File: src/rtl/cpu_pkg.sv
`default_nettype none
// +----------------------------------------------------------------------------+
// | Module      : cpu_pkg                                                      |
// | Description : Shared datapath widths and ALU op encoding.                  |
// | Revision    : 1.0 - initial release                                        |
// +----------------------------------------------------------------------------+
package cpu_pkg;

    localparam int C_XLEN       = 32;
    localparam int C_REG_ADDR_W = 5;
    localparam int C_CTRL_W     = 4;

    typedef enum logic [3:0] {
        ALU_ADD  = 4'b0000,
        ALU_SUB  = 4'b0001,
        ALU_SLL  = 4'b0010,
        ALU_SLT  = 4'b0011,
        ALU_SLTU = 4'b0100,
        ALU_XOR  = 4'b0101,
        ALU_SRL  = 4'b0110,
        ALU_SRA  = 4'b0111,
        ALU_OR   = 4'b1000,
        ALU_AND  = 4'b1001
    } alu_op_e;

endpackage
`default_nettype wire

File: src/rtl/alu_issue_stage_if.sv
`default_nettype none
// +----------------------------------------------------------------------------+
// | Module      : alu_issue_stage_if                                           |
// | Description : Decode-side and ALU-side handshake bundle of the issue stage.|
// | Revision    : 1.0 - initial release                                        |
// +----------------------------------------------------------------------------+
interface alu_issue_stage_if
    import cpu_pkg::*;
#(
    parameter int XLEN       = C_XLEN,
    parameter int REG_ADDR_W = C_REG_ADDR_W,
    parameter int CTRL_W     = C_CTRL_W
);
    logic                  in_valid;
    logic                  in_ready;
    logic [XLEN-1:0]       in_pc;
    logic [REG_ADDR_W-1:0] in_rs1_addr;
    logic [REG_ADDR_W-1:0] in_rs2_addr;
    logic [XLEN-1:0]       in_rs1_data;
    logic [XLEN-1:0]       in_rs2_data;
    logic [XLEN-1:0]       in_imm;
    logic                  in_use_imm;
    logic                  in_use_pc;
    logic [CTRL_W-1:0]     in_alu_control;
    logic [REG_ADDR_W-1:0] in_rd_addr;
    logic                  in_rd_we;

    logic                  out_valid;
    logic                  out_ready;
    logic [XLEN-1:0]       operand_a;
    logic [XLEN-1:0]       operand_b;
    logic [CTRL_W-1:0]     alu_control;
    logic [REG_ADDR_W-1:0] out_rd_addr;
    logic                  out_rd_we;
    logic [XLEN-1:0]       out_store_data;

    modport master (
        output in_valid, in_pc, in_rs1_addr, in_rs2_addr, in_rs1_data, in_rs2_data,
               in_imm, in_use_imm, in_use_pc, in_alu_control, in_rd_addr, in_rd_we,
               out_ready,
        input  in_ready, out_valid, operand_a, operand_b, alu_control,
               out_rd_addr, out_rd_we, out_store_data
    );

    modport slave (
        input  in_valid, in_pc, in_rs1_addr, in_rs2_addr, in_rs1_data, in_rs2_data,
               in_imm, in_use_imm, in_use_pc, in_alu_control, in_rd_addr, in_rd_we,
               out_ready,
        output in_ready, out_valid, operand_a, operand_b, alu_control,
               out_rd_addr, out_rd_we, out_store_data
    );
endinterface
`default_nettype wire

File: src/rtl/fwd_mux.sv
`default_nettype none
// +----------------------------------------------------------------------------+
// | Module      : fwd_mux                                                      |
// | Description : Per-source operand bypass select and producer match flags.   |
// |               Bypass paths exist only when ALU_FWD_EN is defined.          |
// | Revision    : 1.0 - initial release                                        |
// +----------------------------------------------------------------------------+
module fwd_mux
    import cpu_pkg::*;
#(
    parameter int XLEN       = C_XLEN,
    parameter int REG_ADDR_W = C_REG_ADDR_W
) (
    input  wire logic [REG_ADDR_W-1:0] i_src_addr,
    input  wire logic [XLEN-1:0]       i_rf_data,
    input  wire logic                  i_ex_valid,
    input  wire logic [REG_ADDR_W-1:0] i_ex_rd,
    input  wire logic [XLEN-1:0]       i_ex_data,
    input  wire logic                  i_ex_is_load,
    input  wire logic                  i_wb_valid,
    input  wire logic [REG_ADDR_W-1:0] i_wb_rd,
    input  wire logic [XLEN-1:0]       i_wb_data,
    output logic      [XLEN-1:0]       o_data,
    output logic                       o_ex_match,
    output logic                       o_wb_match
);
    logic w_nonzero;

    // x0 never matches a producer, so it can neither bypass nor stall.
    assign w_nonzero  = |i_src_addr;
    assign o_ex_match = w_nonzero && i_ex_valid && (i_ex_rd == i_src_addr);
    assign o_wb_match = w_nonzero && i_wb_valid && (i_wb_rd == i_src_addr);

`ifdef ALU_FWD_EN
    always_comb begin
        o_data = i_rf_data;
        if (!w_nonzero) begin
            o_data = '0;
        end else if (o_ex_match && !i_ex_is_load) begin
            o_data = i_ex_data;
        end else if (o_wb_match) begin
            o_data = i_wb_data;
        end
    end
`else
    logic w_unused_fwd;

    assign o_data       = i_rf_data;
    assign w_unused_fwd = ^{i_ex_data, i_wb_data, i_ex_is_load};
`endif

endmodule
`default_nettype wire

File: src/rtl/alu_issue_stage.sv
`default_nettype none
// +----------------------------------------------------------------------------+
// | Module      : alu_issue_stage                                              |
// | Description : ID/EX register feeding the ALU with operand bypass, hazard   |
// |               stalls and a saturating stall counter. Macro: ALU_FWD_EN.    |
// | Revision    : 1.0 - initial release                                        |
// +----------------------------------------------------------------------------+
module alu_issue_stage
    import cpu_pkg::*;
#(
    parameter int XLEN       = C_XLEN,
    parameter int REG_ADDR_W = C_REG_ADDR_W,
    parameter int CTRL_W     = C_CTRL_W
) (
    input  wire logic                  clk,
    input  wire logic                  rst_n,
    input  wire logic                  flush,
    input  wire logic                  fwd_ex_valid,
    input  wire logic [REG_ADDR_W-1:0] fwd_ex_rd,
    input  wire logic [XLEN-1:0]       fwd_ex_data,
    input  wire logic                  fwd_ex_is_load,
    input  wire logic                  fwd_wb_valid,
    input  wire logic [REG_ADDR_W-1:0] fwd_wb_rd,
    input  wire logic [XLEN-1:0]       fwd_wb_data,
    alu_issue_stage_if.slave           bus,
    output logic      [31:0]           stall_cnt
);
    localparam int C_NUM_SRC = 2;

    logic [REG_ADDR_W-1:0] w_src_addr [C_NUM_SRC];
    logic [XLEN-1:0]       w_src_rf   [C_NUM_SRC];
    logic [XLEN-1:0]       w_src_fwd  [C_NUM_SRC];
    logic                  w_ex_match [C_NUM_SRC];
    logic                  w_wb_match [C_NUM_SRC];

    logic                  w_hazard;
    logic                  w_in_ready;
    logic                  w_accept;
    logic [XLEN-1:0]       w_operand_a;
    logic [XLEN-1:0]       w_operand_b;

    logic                  r_out_valid;
    logic [XLEN-1:0]       r_operand_a;
    logic [XLEN-1:0]       r_operand_b;
    logic [CTRL_W-1:0]     r_alu_control;
    logic [REG_ADDR_W-1:0] r_rd_addr;
    logic                  r_rd_we;
    logic [XLEN-1:0]       r_store_data;
    logic [31:0]           r_stall_cnt;

    assign w_src_addr[0] = bus.in_rs1_addr;
    assign w_src_addr[1] = bus.in_rs2_addr;
    assign w_src_rf[0]   = bus.in_rs1_data;
    assign w_src_rf[1]   = bus.in_rs2_data;

    for (genvar gi = 0; gi < C_NUM_SRC; gi++) begin : g_src
        fwd_mux #(
            .XLEN       (XLEN),
            .REG_ADDR_W (REG_ADDR_W)
        ) u_fwd_mux (
            .i_src_addr   (w_src_addr[gi]),
            .i_rf_data    (w_src_rf[gi]),
            .i_ex_valid   (fwd_ex_valid),
            .i_ex_rd      (fwd_ex_rd),
            .i_ex_data    (fwd_ex_data),
            .i_ex_is_load (fwd_ex_is_load),
            .i_wb_valid   (fwd_wb_valid),
            .i_wb_rd      (fwd_wb_rd),
            .i_wb_data    (fwd_wb_data),
            .o_data       (w_src_fwd[gi]),
            .o_ex_match   (w_ex_match[gi]),
            .o_wb_match   (w_wb_match[gi])
        );
    end

    // rs2 is compared even for immediate ops: stores still read it.
`ifdef ALU_FWD_EN
    logic w_unused_match;

    assign w_hazard       = fwd_ex_is_load &&
                            ((w_ex_match[0] && !bus.in_use_pc) || w_ex_match[1]);
    assign w_unused_match = w_wb_match[0] ^ w_wb_match[1];
`else
    assign w_hazard = ((w_ex_match[0] || w_wb_match[0]) && !bus.in_use_pc) ||
                      w_ex_match[1] || w_wb_match[1];
`endif

    assign w_in_ready  = (!r_out_valid || bus.out_ready) && !w_hazard && !flush;
    assign w_accept    = bus.in_valid && w_in_ready;
    assign w_operand_a = bus.in_use_pc  ? bus.in_pc  : w_src_fwd[0];
    assign w_operand_b = bus.in_use_imm ? bus.in_imm : w_src_fwd[1];

    always_ff @(posedge clk or negedge rst_n) begin
        if (!rst_n) begin
            r_out_valid   <= 1'b0;
            r_operand_a   <= '0;
            r_operand_b   <= '0;
            r_alu_control <= CTRL_W'(ALU_ADD);
            r_rd_addr     <= '0;
            r_rd_we       <= 1'b0;
            r_store_data  <= '0;
            r_stall_cnt   <= '0;
        end else begin
            if (flush) begin
                r_out_valid <= 1'b0;
            end else if (w_accept) begin
                r_out_valid   <= 1'b1;
                r_operand_a   <= w_operand_a;
                r_operand_b   <= w_operand_b;
                r_alu_control <= bus.in_alu_control;
                r_rd_addr     <= bus.in_rd_addr;
                r_rd_we       <= bus.in_rd_we;
                r_store_data  <= w_src_fwd[1];
            end else if (bus.out_ready) begin
                r_out_valid <= 1'b0;
            end

            if (bus.in_valid && !w_in_ready && !flush && (r_stall_cnt != 32'hFFFF_FFFF)) begin
                r_stall_cnt <= r_stall_cnt + 32'd1;
            end
        end
    end

    assign bus.in_ready       = w_in_ready;
    assign bus.out_valid      = r_out_valid;
    assign bus.operand_a      = r_operand_a;
    assign bus.operand_b      = r_operand_b;
    assign bus.alu_control    = r_alu_control;
    assign bus.out_rd_addr    = r_rd_addr;
    assign bus.out_rd_we      = r_rd_we;
    assign bus.out_store_data = r_store_data;
    assign stall_cnt          = r_stall_cnt;

endmodule
`default_nettype wire

File: src/flat_wrapper.sv
// flat-port wrapper written by rule: the top's interface ports become plain ports
module alu_issue_stage_flat import cpu_pkg::*;
#(
    parameter int XLEN       = C_XLEN,
    parameter int REG_ADDR_W = C_REG_ADDR_W,
    parameter int CTRL_W     = C_CTRL_W
)
  (clk, rst_n, flush, fwd_ex_valid, fwd_ex_rd, fwd_ex_data, fwd_ex_is_load, fwd_wb_valid, fwd_wb_rd, fwd_wb_data, stall_cnt, bus_in_valid, bus_in_pc, bus_in_rs1_addr, bus_in_rs2_addr, bus_in_rs1_data, bus_in_rs2_data, bus_in_imm, bus_in_use_imm, bus_in_use_pc, bus_in_alu_control, bus_in_rd_addr, bus_in_rd_we, bus_out_ready, bus_in_ready, bus_out_valid, bus_operand_a, bus_operand_b, bus_alu_control, bus_out_rd_addr, bus_out_rd_we, bus_out_store_data);
  alu_issue_stage_if #(.XLEN(XLEN), .REG_ADDR_W(REG_ADDR_W), .CTRL_W(CTRL_W)) bus_i ();
  input  wire logic clk;
  input  wire logic rst_n;
  input  wire logic flush;
  input  wire logic fwd_ex_valid;
  input  wire logic [REG_ADDR_W-1:0] fwd_ex_rd;
  input  wire logic [XLEN-1:0] fwd_ex_data;
  input  wire logic fwd_ex_is_load;
  input  wire logic fwd_wb_valid;
  input  wire logic [REG_ADDR_W-1:0] fwd_wb_rd;
  input  wire logic [XLEN-1:0] fwd_wb_data;
  output logic      [31:0] stall_cnt;
  input wire logic [$bits(bus_i.in_valid)-1:0] bus_in_valid;
  input wire logic [$bits(bus_i.in_pc)-1:0] bus_in_pc;
  input wire logic [$bits(bus_i.in_rs1_addr)-1:0] bus_in_rs1_addr;
  input wire logic [$bits(bus_i.in_rs2_addr)-1:0] bus_in_rs2_addr;
  input wire logic [$bits(bus_i.in_rs1_data)-1:0] bus_in_rs1_data;
  input wire logic [$bits(bus_i.in_rs2_data)-1:0] bus_in_rs2_data;
  input wire logic [$bits(bus_i.in_imm)-1:0] bus_in_imm;
  input wire logic [$bits(bus_i.in_use_imm)-1:0] bus_in_use_imm;
  input wire logic [$bits(bus_i.in_use_pc)-1:0] bus_in_use_pc;
  input wire logic [$bits(bus_i.in_alu_control)-1:0] bus_in_alu_control;
  input wire logic [$bits(bus_i.in_rd_addr)-1:0] bus_in_rd_addr;
  input wire logic [$bits(bus_i.in_rd_we)-1:0] bus_in_rd_we;
  input wire logic [$bits(bus_i.out_ready)-1:0] bus_out_ready;
  output wire logic [$bits(bus_i.in_ready)-1:0] bus_in_ready;
  output wire logic [$bits(bus_i.out_valid)-1:0] bus_out_valid;
  output wire logic [$bits(bus_i.operand_a)-1:0] bus_operand_a;
  output wire logic [$bits(bus_i.operand_b)-1:0] bus_operand_b;
  output wire logic [$bits(bus_i.alu_control)-1:0] bus_alu_control;
  output wire logic [$bits(bus_i.out_rd_addr)-1:0] bus_out_rd_addr;
  output wire logic [$bits(bus_i.out_rd_we)-1:0] bus_out_rd_we;
  output wire logic [$bits(bus_i.out_store_data)-1:0] bus_out_store_data;
  assign bus_i.in_valid = bus_in_valid;
  assign bus_i.in_pc = bus_in_pc;
  assign bus_i.in_rs1_addr = bus_in_rs1_addr;
  assign bus_i.in_rs2_addr = bus_in_rs2_addr;
  assign bus_i.in_rs1_data = bus_in_rs1_data;
  assign bus_i.in_rs2_data = bus_in_rs2_data;
  assign bus_i.in_imm = bus_in_imm;
  assign bus_i.in_use_imm = bus_in_use_imm;
  assign bus_i.in_use_pc = bus_in_use_pc;
  assign bus_i.in_alu_control = bus_in_alu_control;
  assign bus_i.in_rd_addr = bus_in_rd_addr;
  assign bus_i.in_rd_we = bus_in_rd_we;
  assign bus_i.out_ready = bus_out_ready;
  assign bus_in_ready = bus_i.in_ready;
  assign bus_out_valid = bus_i.out_valid;
  assign bus_operand_a = bus_i.operand_a;
  assign bus_operand_b = bus_i.operand_b;
  assign bus_alu_control = bus_i.alu_control;
  assign bus_out_rd_addr = bus_i.out_rd_addr;
  assign bus_out_rd_we = bus_i.out_rd_we;
  assign bus_out_store_data = bus_i.out_store_data;
  alu_issue_stage #(.XLEN(XLEN), .REG_ADDR_W(REG_ADDR_W), .CTRL_W(CTRL_W)) u_core (.clk(clk), .rst_n(rst_n), .flush(flush), .fwd_ex_valid(fwd_ex_valid), .fwd_ex_rd(fwd_ex_rd), .fwd_ex_data(fwd_ex_data), .fwd_ex_is_load(fwd_ex_is_load), .fwd_wb_valid(fwd_wb_valid), .fwd_wb_rd(fwd_wb_rd), .fwd_wb_data(fwd_wb_data), .bus(bus_i), .stall_cnt(stall_cnt));
endmodule
File: config.mk
export PLATFORM = sky130hd
export DESIGN_NAME = alu_issue_stage_flat
export DESIGN_NICKNAME = d
export VERILOG_FILES = /design/src/rtl/cpu_pkg.sv /design/src/rtl/alu_issue_stage_if.sv /design/src/rtl/fwd_mux.sv /design/src/rtl/alu_issue_stage.sv /design/src/flat_wrapper.sv
export SDC_FILE = /design/constraint.sdc
export NUM_CORES = 1
export LEC_CHECK = 0
export ABC_AREA = 1
export BUFFER_PORTS_ARGS = -buffer_cell sky130_fd_sc_hd__buf_2
export CAP_MARGIN = 25
export CORE_AREA = 2 2 146 148
export DETAILED_ROUTE_END_ITERATION = 7
export DIE_AREA = 0 0 148 150
export HOLD_SLACK_MARGIN = 0.06
export PLACE_DENSITY = 0.66
export SLEW_MARGIN = 20
export SYNTH_ARGS = -nofsm -noshare
export SYNTH_HDL_FRONTEND = slang
export SYNTH_SLANG_ARGS = --single-unit
File: constraint.sdc
create_clock -name clk -period 2.2 [get_ports clk]
set_input_delay 0 -clock clk [delete_from_list [all_inputs] [get_ports clk]]
set_output_delay 0 -clock clk [all_outputs]
set_load 0.03 [all_outputs]
# ---- Word level (Yosys, flattened, before mapping)
# Index checks and enable logic that the tools add are counted.
dict set report op_classes {
  addsub 1
  n_reduce_logical 28
  n_eq_ne 5
  bitwise 1
  muxes 5
}
# cell count
set ops {}
lappend ops {{$mux 32} 2}
lappend ops {{$add 32x1->32 const B} 1}
lappend ops {{$ne 32x32->1 const B} 1}
lappend ops {{$eq 5x5->1} 4}
lappend ops {{$logic_and 1x1->1} 15}
lappend ops {{$reduce_or 5->1} 2}
lappend ops {{$logic_not 1->1} 5}
lappend ops {{$logic_or 1x1->1} 4}
lappend ops {{$mux 1} 3}
lappend ops {{$reduce_bool 3->1} 1}
lappend ops {{$reduce_and 2->1} 1}
lappend ops {{$not 1->1} 1}
dict set report word_totals {
  input_bits 232
  reg_bits 139
  output_inout_bits 140
  wordCells 48
}

# ---- Logic depth before layout (Yosys ltp)
dict set report depth {
  ltp_word 14
  ltp_mapped 14
  mapped_depth_nobuf 12
}

# ---- Modules after synthesis
# A second synthesis with hierarchy kept.
dict set report hier_totals {
  hier_cells 1040
  area_unflattened_um2 7644.8
}
# mod seq_area_each_um2 cells_each instances area_per_inst_um2
set modules_own_cells {}
lappend modules_own_cells {alu_issue_stage 3478.3 858 1 6718.9}
lappend modules_own_cells {fwd_mux 0.0 91 2 462.9}

# ---- Worst setup path before layout
# OpenSTA, ideal clock, no wires.
dict set report synth_timing {
  path_type {register to register}
  from {register u_core.r_stall_cnt[1] (netlist: u_core.stall_cnt[1])}
  to {register u_core.r_stall_cnt[24] (netlist: u_core.stall_cnt[24])}
  path_stages_with_launch 11
  setup_ns 0.119
  t_required_ns 2.081
  slack_ns 0.262
  arrival_ns 1.819
  period_less_slack_ns 1.938
  path_buffers 2
  path_cell_list {dfrtp_1 > ha_1 > inv_2 > nor2_4 > nand2_4 > nor2_4 > nand3_2 > buf_6 > buf_6 > nand4_1 > nand2_1}
}
dict set report synth_between {
  elab_chain_cells 2
  word_cells_on_any_way 3
  cone_classes {add/sub (1); eq/ne (1); reduce/logical (1)}
}
# item line
set synth_rtl {}
lappend synth_rtl {{start: declaration} alu_issue_stage.sv:49} ;# logic [31:0] r_stall_cnt;
lappend synth_rtl {{start signal: assignment} alu_issue_stage.sv:119} ;# r_stall_cnt <= r_stall_cnt + 32'd1;
lappend synth_rtl {{parallel branches: the longest is 2 deep, another holds $add 32x1->32} --}
# Parallel ways; which one is timed is not known.
# A chain may end at the register's enable or synchronous reset.

# ---- Worst setup path after layout
dict set report layout_timing {
  from {register u_core.r_out_valid (netlist: u_core.bus.out_valid)}
  to {register u_core.r_out_valid (netlist: u_core.bus.out_valid)}
}
dict set report layout_between {
  elab_chain_cells 7
  word_cells_on_any_way 8
  cone_classes {mux (2); reduce/logical (6)}
}
# item line
set layout_rtl {}
lappend layout_rtl {{start: declaration} alu_issue_stage.sv:42} ;# logic r_out_valid;
lappend layout_rtl {{start signal: assignment} alu_issue_stage.sv:95} ;# r_out_valid <= 1'b0;
lappend layout_rtl {{start signal: assignment} alu_issue_stage.sv:105} ;# r_out_valid <= 1'b0;
lappend layout_rtl {{start signal: assignment} alu_issue_stage.sv:107} ;# r_out_valid <= 1'b1;
lappend layout_rtl {{$logic_not 1->1 (*)} alu_issue_stage.sv:88} ;# assign w_in_ready = (!r_out_valid || bus.out_ready) && !w_hazard && !flush;
lappend layout_rtl {{$logic_or 1x1->1 (*)} alu_issue_stage.sv:88}
lappend layout_rtl {{$logic_and 1x1->1 (*) (2 in a row)} alu_issue_stage.sv:88}
lappend layout_rtl {{$logic_and 1x1->1 (*)} alu_issue_stage.sv:89} ;# assign w_accept = bus.in_valid && w_in_ready;
lappend layout_rtl {{$mux 1} alu_issue_stage.sv:106} ;# end else if (w_accept) begin
lappend layout_rtl {{$mux 1} alu_issue_stage.sv:104} ;# if (flush) begin
# Mark *: on every way between the ends. The rest lies on a longest branch, timed or not.

==> metrics <==
Min Hold Slack=0.1229 ns; vias in the first global route=7801; core area=20690 um^2; crit path launch type=register; vias per cell=4.854; final instance area=11440 um^2; # nets final=1604; Die W=148 um; Mapped Area=7586 um^2; CP Class=register to register; Hold Vio Cnt, Final=0; fraction of layout cells with a size suffix above 1=31.00%; Detail Route Antenna Nets=0; Tightest Pin Transition=0.8455 ns; # clock sinks=139; I/O pin count=372; initial antenna violation count=1; DR WL/cell=16.01 um; DPL Wire Length=17.68 mm; row cnt=53; P&R area growth vs syn=50.78%; DP Cell Count=1484; CP arrival=2.32 ns; fmax=507.7 MHz; ratio of final minimum period to clock period=89.53%; top cell type's share of synthesized area=45.85%; Hold Path Class=input pin to asynchronous set/reset pin; first-pass GRT wire length=40.92 mm; cell area after placement=9374 um^2; unrepaired setup endpoints after global routing=false; Root Driver=clkbuf_16; outcome=completed; drt total wl=26.57 mm; Max IR drop VDD=0.4876 mV; Die ar.=22200 um^2; Yosys warnings=0; Mapped Nets=1163; Mean Syn Cell Area=8.157 um^2; Distinct cells, synth=29; DRT Pass-1 Iters=5; Remaining Overflow, GRT=0; DRC violation count after routing=0; initial DRC count=393; top cells by area, synth=dfrtp_1 (46%), nand2_1 (16%), mux2i_1 (6.6%), o21ai_2 (5.8%), nor2_1 (3.9%); Pwr Density=783.7 nW/um^2; GRT Util Overall=23.57%; starting density of the core=36.67%; clk_lat worst skew=0.42 ns; largest net degree at the start of global routing=108; most frequent cell after synthesis=nand2_1; Post-Syn Instances=930; leakage=6.052 nW; gpl congestion=0.9095; Worst setup EP type=register; normalized max-slew margin=43.45%; Worst-path clk slew=0.06 ns; Worst Path Max Fanout=78; FF-to-FF setup slack=0.23 ns; clk buf depth=2; Post-CTS Setup Bufs=0; Main synth FF type=dfrtp_1; DR vias=8057; CTS tree=done; Final Setup Violations=0; Final Max Tran Viols=0; TritonCTS buffer count=17; CP required=2.55 ns; top cells by count, synth=nand2_1 (325), dfrtp_1 (139), nor2_1 (78); Async SR Flop Fraction=100.0%; min cycle time layout=1.970 ns; post-synthesis register bit count=139; die height=150 um; clk_skew=0.01550 ns; non-filler cells, final=1660; sequential area share after synthesis=45.85%; Post-synth EDFFs=0; max-cap violations=0; leading area contributor after synthesis=dfrtp_1; H-tree depth=4; post-route setup TNS=0 ns; I/O Buffers=306
[registers in the layout, summed over array words and instances (netlist names)]
name                       flops
u_core.bus.operand_b          32
u_core.bus.operand_a          32
u_core.stall_cnt              32
u_core.bus.out_rd_addr         5
u_core.bus.alu_control         4
u_core.bus.out_valid           1
u_core.bus.out_store_data     32
u_core.bus.out_rd_we           1
[final timing paths]
kind | end | start | cells past startpoint
setup / recovery | u_core.bus.out_valid | u_core.bus.out_valid | 7
hold / removal | u_core.stall_cnt[1] | rst_n | 3
setup reg to reg | u_core.bus.out_valid | u_core.bus.out_valid | 7
hold reg to reg | u_core.bus.out_store_data[15] | u_core.bus.out_store_data[15] | 2
max in group asynchronous | u_core.stall_cnt[21] | rst_n | 3
min in group clk | u_core.bus.out_store_data[15] | bus_in_valid | 4
[report_power, final]
part | internal (W) | switching [W]
clock network | 0.00178 | 0.00130
registers | 0.00295 | 0.000239
logic | 0.000921 | 0.00178
total | 0.00565 | 0.00332
[placed cells by master, fill, tap and decap left out]
cell	synthesis	final
nand4_1	36	36
clkbuf_8	0	1
clkinv_1	1	1
nand2_2	3	3
diode_2	0	1
a21oi_1	16	15
nor2_2	2	3
o21ai_0	11	11
nand3_2	3	2
nor2b_1	1	1
nand3_4	0	1
o21ai_1	25	25
nand2_4	1	1
inv_8	0	6
nand3b_1	8	8
nor2_4	3	3
ha_1	1	1
buf_12	0	7
nor2_1	78	77
nor3_1	4	4
buf_6	19	1
clkinv_8	0	1
buf_4	4	14
a21oi_2	0	1
xnor2_1	6	6
clkbuf_16	0	17
dlygate4sd3_1	0	143
xor2_1	11	11
inv_2	6	6
dfrtp_1	139	139
mux2i_1	50	50
nand2_1	325	325
inv_6	0	5
inv_1	55	55
nand3_1	47	47
o21ai_2	50	50
buf_2	9	305
bufinv_16	0	2
[worst max-delay path, stage by stage (launching register included)]
cell and delay (ns):
dfrtp_1 0.40, a21oi_2 0.19, nand2_1 0.08, nor2_2 0.18, nand3_4 0.12, buf_12 0.23, o21ai_0 0.12, dlygate4sd3_1 0.56
[cell type report]
class	instances	area (um^2)
Antenna cell	1	2.502
Timing Repair Buffer	470	3214
Sequential cell	139	3478
Multi-Input combinational cell	681	3540
Inverter	62	232.7
Fill cell	1874	9251
Clock inverter	14	187.7
Clock buffer	18	439.2
Tap cell	275	344.1
[layer usage]
layer | up-vias | GRT usage [%] | part of all wire (%)
met1 | 3730 | 27.78 | 38
li1 | 3898 | - | -
met5 | - | 0 | 0
met3 | 72 | 5.335 | 6.8
met2 | 357 | 40.35 | 50
met4 | 0 | 12.10 | 4.7
[metrics by stage]
step	utilization (%)	total power [W]	setup WS, ns
6_report	55.29	0.008965	0.2304
5_1_grt	55.27	0.009361	0.03371
4_1_cts	55.26	0.008986	0.09108
3_3_place_gp	45.31	0.005630	0.3289
2_1_floorplan	-	0.004776	0.2620
3_5_place_dp	45.31	0.005665	0.3026
[logic make-up (layout without fill, tap and decap cells)]
family	count (synthesis)	in the layout	share of synthesized area (%)
DFF	139	139	45.85
other	0	1	0
xor gates and xnor gates	17	17	1.963
and+or+nand+nor	511	511	28.55
muxes	50	50	6.597
buffers and inverters	110	564	7.669
AOI/OAI and AO/OA	102	102	9.203
adders and majority gates	1	1	0.1649
[timing repair]
action                                 CTS  global route
endpoints found under the hold margin  246             0
hold buffers                           143             0
resized for setup                        0             1
setup endpoints to repair                0             1
No activity file was read; power rests on OpenSTA's default activity.
